**src/rtl/jt12_kon_slots.sv**
```systemverilog
// -----------------------------------------------------------------------------
// jt12_kon_slots
// Key-on state store for the FM operator pipeline. A free-running slot
// sequencer walks every (channel, operator-phase) slot once per rotation of
// NCH*NOP clk_en cycles. Key-on register writes and CSM timer-A key-on are
// applied to the matching slots, and the per-slot key-on level is emitted,
// registered, together with the slot's channel/phase tags.
//
// Parameters
//   NCH     number of channels (>= 2)
//   NOP     operators per channel (2 or 4)
//   CSM_CH  channel forced on by a CSM timer-A overflow
//
// Optional feature (macro JT12_KON_EDGE_EN)
//   Defined:   per-slot output history is kept and kon_edge/koff_edge report
//              off->on / on->off transitions against the slot's previous visit.
//   Undefined: no history storage; kon_edge and koff_edge are constant 0.
//
// Ports
//   clk, rst     clock and synchronous active-high reset
//   clk_en       slot advance enable; qualifies every state update
//   up_keyon     key-on write strobe; latches keyon_ch / keyon_op
//   keyon_ch     target channel of the write
//   keyon_op     per-operator key bits (bit0=S1, bit1=S2, bit2=S3, bit3=S4)
//   csm          CSM mode enable
//   overflow_A   timer-A overflow pulse
//   busy         a write is still being swept over its channel's slots
//   keyon_II     key-on level of the output slot
//   kon_edge     output slot went off->on
//   koff_edge    output slot went on->off
//   slot_ch      channel of the output slot
//   slot_op      operator phase of the output slot
//   zero         output slot is slot 0 (channel 0, phase 0)
// -----------------------------------------------------------------------------
module jt12_kon_slots #(
  parameter int NCH    = 6,
  parameter int NOP    = 4,
  parameter int CSM_CH = 2,
  localparam int CHW   = (NCH > 1) ? $clog2(NCH) : 1,
  localparam int OPW   = (NOP > 1) ? $clog2(NOP) : 1
) (
  input  logic           clk,
  input  logic           rst,
  input  logic           clk_en,
  input  logic           up_keyon,
  input  logic [CHW-1:0] keyon_ch,
  input  logic [NOP-1:0] keyon_op,
  input  logic           csm,
  input  logic           overflow_A,
  output logic           busy,
  output logic           keyon_II,
  output logic           kon_edge,
  output logic           koff_edge,
  output logic [CHW-1:0] slot_ch,
  output logic [OPW-1:0] slot_op,
  output logic           zero
);

  localparam int NSLOT = NCH * NOP;
  localparam int SLW   = (NSLOT > 1) ? $clog2(NSLOT) : 1;
  localparam int CNTW  = $clog2(NSLOT + 1);
  localparam logic [CNTW-1:0] ROT_LEN = CNTW'(NSLOT);

  // Phase -> keyon_op bit. With four operators the slot order is S1,S3,S2,S4,
  // so phases 1 and 2 are swapped relative to the register bit order.
  function automatic logic [OPW-1:0] op_bit(input logic [OPW-1:0] ph);
    logic [OPW-1:0] r;
    r = ph;
    if (NOP == 4) begin
      if (ph == OPW'(1))      r = OPW'(2);
      else if (ph == OPW'(2)) r = OPW'(1);
    end
    return r;
  endfunction

  // Sequencer and write/CSM bookkeeping
  logic [CHW-1:0]  ch_q, ch_d;
  logic [OPW-1:0]  ph_q, ph_d;
  logic [CHW-1:0]  pend_ch_q;
  logic [NOP-1:0]  pend_op_q;
  logic [CNTW-1:0] wr_cnt_q, wr_cnt_d;
  logic [CNTW-1:0] csm_cnt_q, csm_cnt_d;
  logic [NSLOT-1:0] store_q, store_d;

  // Registered outputs
  logic           keyon_q, kon_edge_q, koff_edge_q, zero_q;
  logic [CHW-1:0] slot_ch_q;
  logic [OPW-1:0] slot_op_q;

  // Current-slot evaluation
  logic [SLW-1:0]   slot_idx;
  logic [NSLOT-1:0] slot_oh;
  logic [OPW-1:0]   op_idx;
  logic [CHW-1:0]   wr_ch;
  logic [NOP-1:0]   wr_op;
  logic             wr_act, wr_hit, new_bit, cur_bit, csm_force, kon_now;
  logic             kon_edge_d, koff_edge_d;

  assign slot_idx = SLW'(32'(ch_q) * NOP + 32'(ph_q));
  assign op_idx   = op_bit(ph_q);

  // One-hot decode of the slot currently being evaluated.
  genvar gi;
  generate
    for (gi = 0; gi < NSLOT; gi++) begin : g_slot_oh
      assign slot_oh[gi] = (slot_idx == SLW'(gi));
    end
  endgenerate

  // A strobe in this very cycle bypasses the pending registers so the slot
  // being evaluated right now already sees the new value.
  assign wr_ch   = up_keyon ? keyon_ch : pend_ch_q;
  assign wr_op   = up_keyon ? keyon_op : pend_op_q;
  assign wr_act  = up_keyon | (wr_cnt_q != '0);
  assign wr_hit  = wr_act & (ch_q == wr_ch);
  assign new_bit = wr_op[op_idx];
  assign cur_bit = wr_hit ? new_bit : store_q[slot_idx];

  // CSM force is gated by csm directly so dropping csm takes effect at once.
  assign csm_force = csm & (csm_cnt_q != '0) & (ch_q == CHW'(CSM_CH));
  assign kon_now   = cur_bit | csm_force;

  always_comb begin
    store_d = store_q;
    if (wr_hit) begin
      store_d = (store_q & ~slot_oh) | (slot_oh & {NSLOT{new_bit}});
    end
  end

  always_comb begin
    ch_d = ch_q;
    ph_d = ph_q;
    if (ch_q == CHW'(NCH - 1)) begin
      ch_d = '0;
      ph_d = (ph_q == OPW'(NOP - 1)) ? '0 : ph_q + OPW'(1);
    end else begin
      ch_d = ch_q + CHW'(1);
    end
  end

  // Each counter covers exactly one rotation after its last (re)load.
  always_comb begin
    wr_cnt_d = wr_cnt_q;
    if (up_keyon)              wr_cnt_d = ROT_LEN;
    else if (wr_cnt_q != '0)   wr_cnt_d = wr_cnt_q - CNTW'(1);
  end

  always_comb begin
    csm_cnt_d = csm_cnt_q;
    if (overflow_A)            csm_cnt_d = ROT_LEN;
    else if (csm_cnt_q != '0)  csm_cnt_d = csm_cnt_q - CNTW'(1);
  end

`ifdef JT12_KON_EDGE_EN
  // Output level of every slot on its previous visit.
  logic [NSLOT-1:0] hist_q;
  logic             prev;

  assign prev        = hist_q[slot_idx];
  assign kon_edge_d  = kon_now & ~prev;
  assign koff_edge_d = ~kon_now & prev;

  always_ff @(posedge clk) begin
    if (rst) begin
      hist_q <= '0;
    end else if (clk_en) begin
      hist_q <= (hist_q & ~slot_oh) | (slot_oh & {NSLOT{kon_now}});
    end
  end
`else
  assign kon_edge_d  = 1'b0;
  assign koff_edge_d = 1'b0;
`endif

  always_ff @(posedge clk) begin
    if (rst) begin
      ch_q        <= '0;
      ph_q        <= '0;
      pend_ch_q   <= '0;
      pend_op_q   <= '0;
      wr_cnt_q    <= '0;
      csm_cnt_q   <= '0;
      store_q     <= '0;
      keyon_q     <= 1'b0;
      kon_edge_q  <= 1'b0;
      koff_edge_q <= 1'b0;
      slot_ch_q   <= '0;
      slot_op_q   <= '0;
      zero_q      <= 1'b0;
    end else begin
      // Leaving CSM mode disarms the pending rotation regardless of clk_en.
      if (!csm)        csm_cnt_q <= '0;
      else if (clk_en) csm_cnt_q <= csm_cnt_d;

      if (clk_en) begin
        ch_q     <= ch_d;
        ph_q     <= ph_d;
        wr_cnt_q <= wr_cnt_d;
        store_q  <= store_d;
        if (up_keyon) begin
          pend_ch_q <= keyon_ch;
          pend_op_q <= keyon_op;
        end
        keyon_q     <= kon_now;
        kon_edge_q  <= kon_edge_d;
        koff_edge_q <= koff_edge_d;
        slot_ch_q   <= ch_q;
        slot_op_q   <= ph_q;
        zero_q      <= (ch_q == '0) && (ph_q == '0);
      end
    end
  end

  assign busy      = (wr_cnt_q != '0);
  assign keyon_II  = keyon_q;
  assign kon_edge  = kon_edge_q;
  assign koff_edge = koff_edge_q;
  assign slot_ch   = slot_ch_q;
  assign slot_op   = slot_op_q;
  assign zero      = zero_q;

endmodule

```
**config.mk**
```make
export PLATFORM = sky130hd
export DESIGN_NAME = jt12_kon_slots
export DESIGN_NICKNAME = d
export VERILOG_FILES = /design/src/rtl/jt12_kon_slots.sv
export SDC_FILE = /design/constraint.sdc
export NUM_CORES = 1
export LEC_CHECK = 0
export ABC_AREA = 1
export CAP_MARGIN = 20
export CELL_PAD_IN_SITES_DETAIL_PLACEMENT = 0
export CELL_PAD_IN_SITES_GLOBAL_PLACEMENT = 2
export CORE_UTILIZATION = 35
export DETAILED_ROUTE_END_ITERATION = 12
export PLACE_DENSITY_LB_ADDON = 0.1
export SLEW_MARGIN = 10
export SYNTH_ARGS = -nofsm -noshare
export SYNTH_HDL_FRONTEND = slang
export SYNTH_SLANG_ARGS = --single-unit
```
**constraint.sdc**
```tcl
create_clock -name clk -period 3 [get_ports clk]
set_input_delay 0.6 -clock clk [delete_from_list [all_inputs] [get_ports clk]]
set_output_delay 0.6 -clock clk [all_outputs]
set_load 0.005 [all_outputs]
```
==> results_dict.tcl, run 1 <==
set metrics [dict create \
    hold_class "flip-flop to flip-flop" \
    seqCellArea_sq_um 1061 \
    gr-usage-all-layers_pct 19.05 \
    die_x_microns 93.33 \
    boundaryPins 23 \
    antenna_cells 0 \
    critPathTopFamily "simple AND/OR/NAND/NOR gates" \
    fp.dieArea_sq_um 8710 \
    cp.depth 11 \
    fin_hold_ws_ns 0.4654 \
    path_buf_inv 2 \
    drt-initial-drc-count 74 \
    htree_levels 2 \
    cpMaxStageDelayCell "clkdlybuf4s50_1" \
    r2r-start "ph_q[1]" \
    syn-instance-count 437 \
    max_cap_violations 0 \
    cp-start-kind "input pin" \
    grt_overflow 0 \
    clockBufferDepth 2 \
    insertion_delay_ns 0.30 \
    cp_max_fo 11 \
    power.density_nw_per_um2 444.5 \
    finalCriticalPeriod_ns 2.182 \
    synth_async_sr_flop_share_pct 0 \
    clk_pin_slew_ns 0.10 \
    nets 476 \
    dr.pass1.iters 4 \
    internal_power_mw 1.066 \
    wl_per_cell_microns 13.53 \
    cts_sinks 53 \
    grt_pass1_wl_microns 12930 \
    combPwrFrac_pct 16.2 \
    die_y_microns 93.33 \
    ir_worst_vdd_uv 219.8 \
    startpoint "up_keyon" \
    antenna_found_initial 0 \
    setup_viol 0 \
    slowest_delay_ns 0.58 \
    cts_setup_buffers 0 \
    root_buffer "clkbuf_8" \
    worstPathCellList "clkdlybuf4s50_1 > inv_2 > nand2_1 > nand2_1 > nand2_1 > nand2_1 > nor2_4 > nand2_4 > nor2_4 > nand3_1 > a21oi_1" \
    synth_area_per_cell_sq_um 6.680 \
    dp_hpwl_microns 5446 \
    multiInputGateArea_sq_um 1564 \
    power.switching_uw 420.8 \
    worstRegToRegCells 12 \
    cts_tree "built" \
    rows 32 \
    gp_congestion 0.7959 \
    cts_resized 0 \
    via_per_inst 4.805 \
    cp.arrival_ns 2.42 \
    seqPwrFrac_pct 50.0 \
    grt_max_degree 34 \
    cp-end-kind "flip-flop" \
    start_util_pct 37.01 \
    fmax_mhz 458.3 \
    ys_seq_elements 53 \
    synth_area_sq_um 2919 \
    final.period_utilization_pct 72.74 \
    synth_edf_count 0 \
    synth_cell_types 32 \
    outcome "completed" \
    cts_buffers 5 \
    synth_warnings 0 \
    p_leak_nw 1.420 \
    vias 2686 \
    cp.required_ns 3.24 \
    coreArea_sq_um 7888 \
    fin_tns_setup_ns 0 \
    worst_pin_slew_ns 0.6062 \
    final_max_slew_viol_count 0 \
    final_cell_mix "nand2_1 (114), dfxtp_1 (53), nor2_1 (51)" \
    yosysSeqAreaShare_pct 36.35 \
    hold_viol 0 \
    drc_errors 0 \
    antenna_left 0 \
    final_common_cell "nand2_1" \
    worstSetupPathType "input pin to flip-flop" \
    rsz0062_at_grt "false" \
    sw_frac_of_total_pct 28.30 \
    wl_microns 7563 \
    slew_headroom_pct 59.44 \
    hold_path_depth 2 \
    io_buffer_count 20 \
    ys.flop_type "dfxtp_1" \
    power_frac_clock_pct 33.8 \
    final.fill_count 852 \
    syn_to_final_growth_pct 14.62 \
    ctsHoldBuffers 0 \
    grt_pass1_vias 2619 \
    drive_above_1_share_pct 8.534 \
    path_common_cell "nand2_1" \
    fin_skew_ns 0.005147 \
]
==> kinds of logic (layout without fill, tap and decap cells) <==
group | count (synthesis) | after routing | synth area share, %
AOI/OAI and AO/OA | 62 | 62 | 11.06
other | 1 | 2 | 0.1285
DFF | 53 | 53 | 36.35
adders and majority gates | 7 | 7 | 3.000
buffers and inverters | 70 | 89 | 10.20
and+or+nand+nor | 244 | 244 | 39.26
==> layer usage <==
layer / global-route usage, % / part of all wire [%]
met5: 0 / 0
met3: 2.927 / 3.6
met4: 5.128 / 1.3
met1: 25.00 / 50
met2: 32.35 / 45
==> worst reg2reg max path, stage by stage (launching register included) <==
cell and delay, ns:
dfxtp_1 0.35, clkinv_1 0.19, ha_1 0.31, nor2_1 0.24, inv_1 0.09, nand3_1 0.07, nand3_1 0.07, nand2_1 0.12
buf_12 0.18, nand4_1 0.13, nand2_1 0.08, nor2_1 0.04, nor2_1 0.07
==> power by group through the flow <==
stage / clock [mW] / combinational, mW / sequential (mW)
global placement: 0 / 0.243 / 0.759
detailed placement: 0 / 0.242 / 0.759
CTS: 0.524 / 0.244 / 0.743
finish: 0.503 / 0.241 / 0.743
global route: 0.553 / 0.271 / 0.746
floorplan: 0 / 0.172 / 0.754
==> Yosys cell counts (all sizes together) (5+ instances only) <==
master    n  area, sq um
buf       9        66.30
dfxtp    53         1061
ha        7        87.58
nand4     5        31.28
inv      51        193.9
nand3    48        250.2
a21oi    33        165.2
nand2   121        481.7
clkbuf    9        33.78
nor3      9        50.05
nor2     58        305.3
o21ai    24        120.1
==> layout make-up <==
cell class                      count  share of cell area [%]
Multi-Input combinational cell    315                   46.75
Sequential cell                    53                   31.71
Timing Repair Buffer               29                   8.377
Inverter                           52                   5.909
Tap cell                          102                   3.814
Clock buffer                        5                   2.057
Clock inverter                      3                   1.384
==> final timing paths <==
kind	slack, ns	end
min	0.47	flip-flop
max	0.82	flip-flop
max reg2reg	1.02	keyon_II
min reg2reg	0.47	flip-flop
==> stage by stage <==
step	setup WS, ns	instances	util, %	power (mW)	instance area [sq um]
after global routing	0.6208	559	42.42	1.570	3346
final	0.8179	559	42.42	1.487	3346
after global placement	0.5464	551	40.96	1.002	3231
after detailed placement	0.4916	551	40.96	1.001	3231
after floorplan	1.081	438	-	0.9258	2923
after CTS	0.7943	559	42.42	1.511	3346
Power figures use the tool's default switching activity.
==> inputs of run 2 (changes only) <==
CORE_UTILIZATION = 29   (was 35)
clock period = 1.8 ns   (was 3 ns; I/O delays follow)
==> run 2 against run 1 <==
  * Register-to-register slack worse by 0.90 ns
  * Critical path depth stayed put
  * Flip-flop and latch count did not move
  * Die area rose by 20%
  * Utilization shrank 4.3 points
  * Global-route usage is 2.3 points lower
  * First-iteration DRC count rose by 18%
  * Clock-buffer cell count increased by 2
  * Combinational power increased by 110%
  * Routed wire length increased by 7.6%
  * Worst setup slack got worse by 0.71 ns
==> results_dict.tcl, run 2 (same netlist as run 1, synthesis figures left out) <==
set metrics [dict create \
    outcome "completed" \
    syn_to_final_growth_pct 27.69 \
    vias 2763 \
    insertion_delay_ns 0.30 \
    coreArea_sq_um 9774 \
    boundaryPins 23 \
    root_buffer "clkbuf_8" \
    die_y_microns 102.3 \
    via_per_inst 4.414 \
    power.density_nw_per_um2 656.4 \
    setup_viol 0 \
    cp.arrival_ns 1.88 \
    rows 36 \
    antenna_cells 0 \
    final.period_utilization_pct 94.15 \
    start_util_pct 29.86 \
    cp.required_ns 1.99 \
    final_max_slew_viol_count 0 \
    hold_viol 0 \
    grt_overflow 0 \
    cp-end-kind "flip-flop" \
    cp_max_fo 8 \
    drive_above_1_share_pct 18.46 \
    cts_tree "built" \
    final_common_cell "nand2_1" \
    die_x_microns 102.3 \
    rsz0062_at_grt "true" \
    grt_pass1_vias 2616 \
    setup_ws_ns 0.1053 \
    wl_per_cell_microns 13.00 \
    finalCriticalPeriod_ns 1.695 \
    grt_max_degree 34 \
    p_leak_nw 1.602 \
    antenna_found_initial 0 \
    final.fill_count 1083 \
    cts_sinks 53 \
    cp-start-kind "input pin" \
    antenna_left 0 \
    worstPathCellList "clkdlybuf4s50_1 > nand2_2 > nand3_2 > nand2_1 > nor2_4 > nand2_8 > buf_6 > nor2_8 > nand2_1 > nand2_1 > a21oi_1" \
    gr-usage-all-layers_pct 16.72 \
    clockBufferDepth 2 \
    slowest_delay_ns 0.50 \
    clk_pin_slew_ns 0.10 \
    fin_tns_setup_ns 0 \
    fp.dieArea_sq_um 10470 \
    grt_pass1_wl_microns 13380 \
    drc_errors 0 \
    htree_levels 2 \
    hold_class "flip-flop to flip-flop" \
    cpMaxStageDelayCell "clkdlybuf4s50_1" \
    seqCellArea_sq_um 1069 \
    cts_buffers 5 \
    fin_skew_ns 0.005207 \
    fin_hold_ws_ns 0.4500 \
    dr.pass1.iters 5 \
    wl_microns 8141 \
    pre_cts_ws_ns -0.3441 \
    fmax_mhz 590.1 \
    final_cell_mix "nand2_1 (113), dfxtp_1 (49), nor2_1 (48)" \
    max_cap_violations 0 \
    drt-initial-drc-count 87 \
    ir_worst_vdd_uv 349.0 \
    path_common_cell "nand2_1" \
    io_buffer_count 20 \
    nets 512 \
    worstSetupPathType "input pin to flip-flop" \
    dp_hpwl_microns 6075 \
    gp_congestion 0.7784 \
    multiInputGateArea_sq_um 1625 \
]
[run 2: cell types whose count changed in the layout (fill, tap and decap cells not counted), moves of 3 or more]
cell     change
nor2_2       +3
ha_1         -3
dfxtp_2      +3
nor2_1       -3
buf_4       +32
nand3_1      -3
dfxtp_1      -4
nand3_2      +3
[run 2: what timing repair did]
| item | in CTS | in global routing |
|---|---|---|
| setup buffers | 0 | 4 |
| hold buffers | 0 | 0 |
| endpoints found under the setup margin | 13 | 27 |
| pin swaps | 1 | 7 |
| resized for setup | 6 | 21 |
[run 2: final cells by class]
| cell class | count | share of cell area [%] |
|---|---|---|
| Clock inverter | 1 | 0.2014 |
| Multi-Input combinational cell | 315 | 43.61 |
| Sequential cell | 53 | 28.67 |
| Inverter | 52 | 5.337 |
| Clock buffer | 7 | 2.048 |
| Tap cell | 133 | 4.465 |
| Timing Repair Buffer | 65 | 15.68 |
[run 2: routing by layer]
metal | vias up | GRT usage [%] | share of wire (%)
met5 | - | 0 | 0
met4 | 0 | 3.297 | 0.38
met3 | 2 | 2.462 | 1.7
met2 | 27 | 28.19 | 48
met1 | 1239 | 22.70 | 50
li1 | 1495 | - | -
[run 2: worst paths after layout]
check          startpoint            to  slack [ns]  depth (start not counted)
min reg2reg  pend_op_q[0]  pend_op_q[0]        0.45                          2
max           keyon_ch[0]     flip-flop        0.11                         11
max reg2reg       ph_q[0]     flip-flop        0.12                         12
min          pend_op_q[0]  pend_op_q[0]        0.45                          2
[run 2: where the power goes]
part	total (mW)	internal [mW]	leakage (nW)	switching [mW]
Clock	0.692	0.277	0.0385	0.414
Combinational	0.518	0.231	1.13	0.286
Sequential	1.24	1.21	0.433	0.0258
Total	2.45	1.72	1.60	0.727
[run 2: through the flow]
stage	instances	power (mW)	area, sq um	util, %
global placement	614	1.732	3512	35.93
CTS	622	2.443	3616	36.99
floorplan	438	1.545	2930	-
finish	626	2.447	3727	38.13
detailed placement	614	1.730	3512	35.93
global route	626	2.601	3727	38.13
[run 2: worst max-delay path: cells and delay by family]
kind / cells / cell delay, ns
simple gates: 8 / 0.80
buf+inv: 2 / 0.66
compound gates: 1 / 0.05
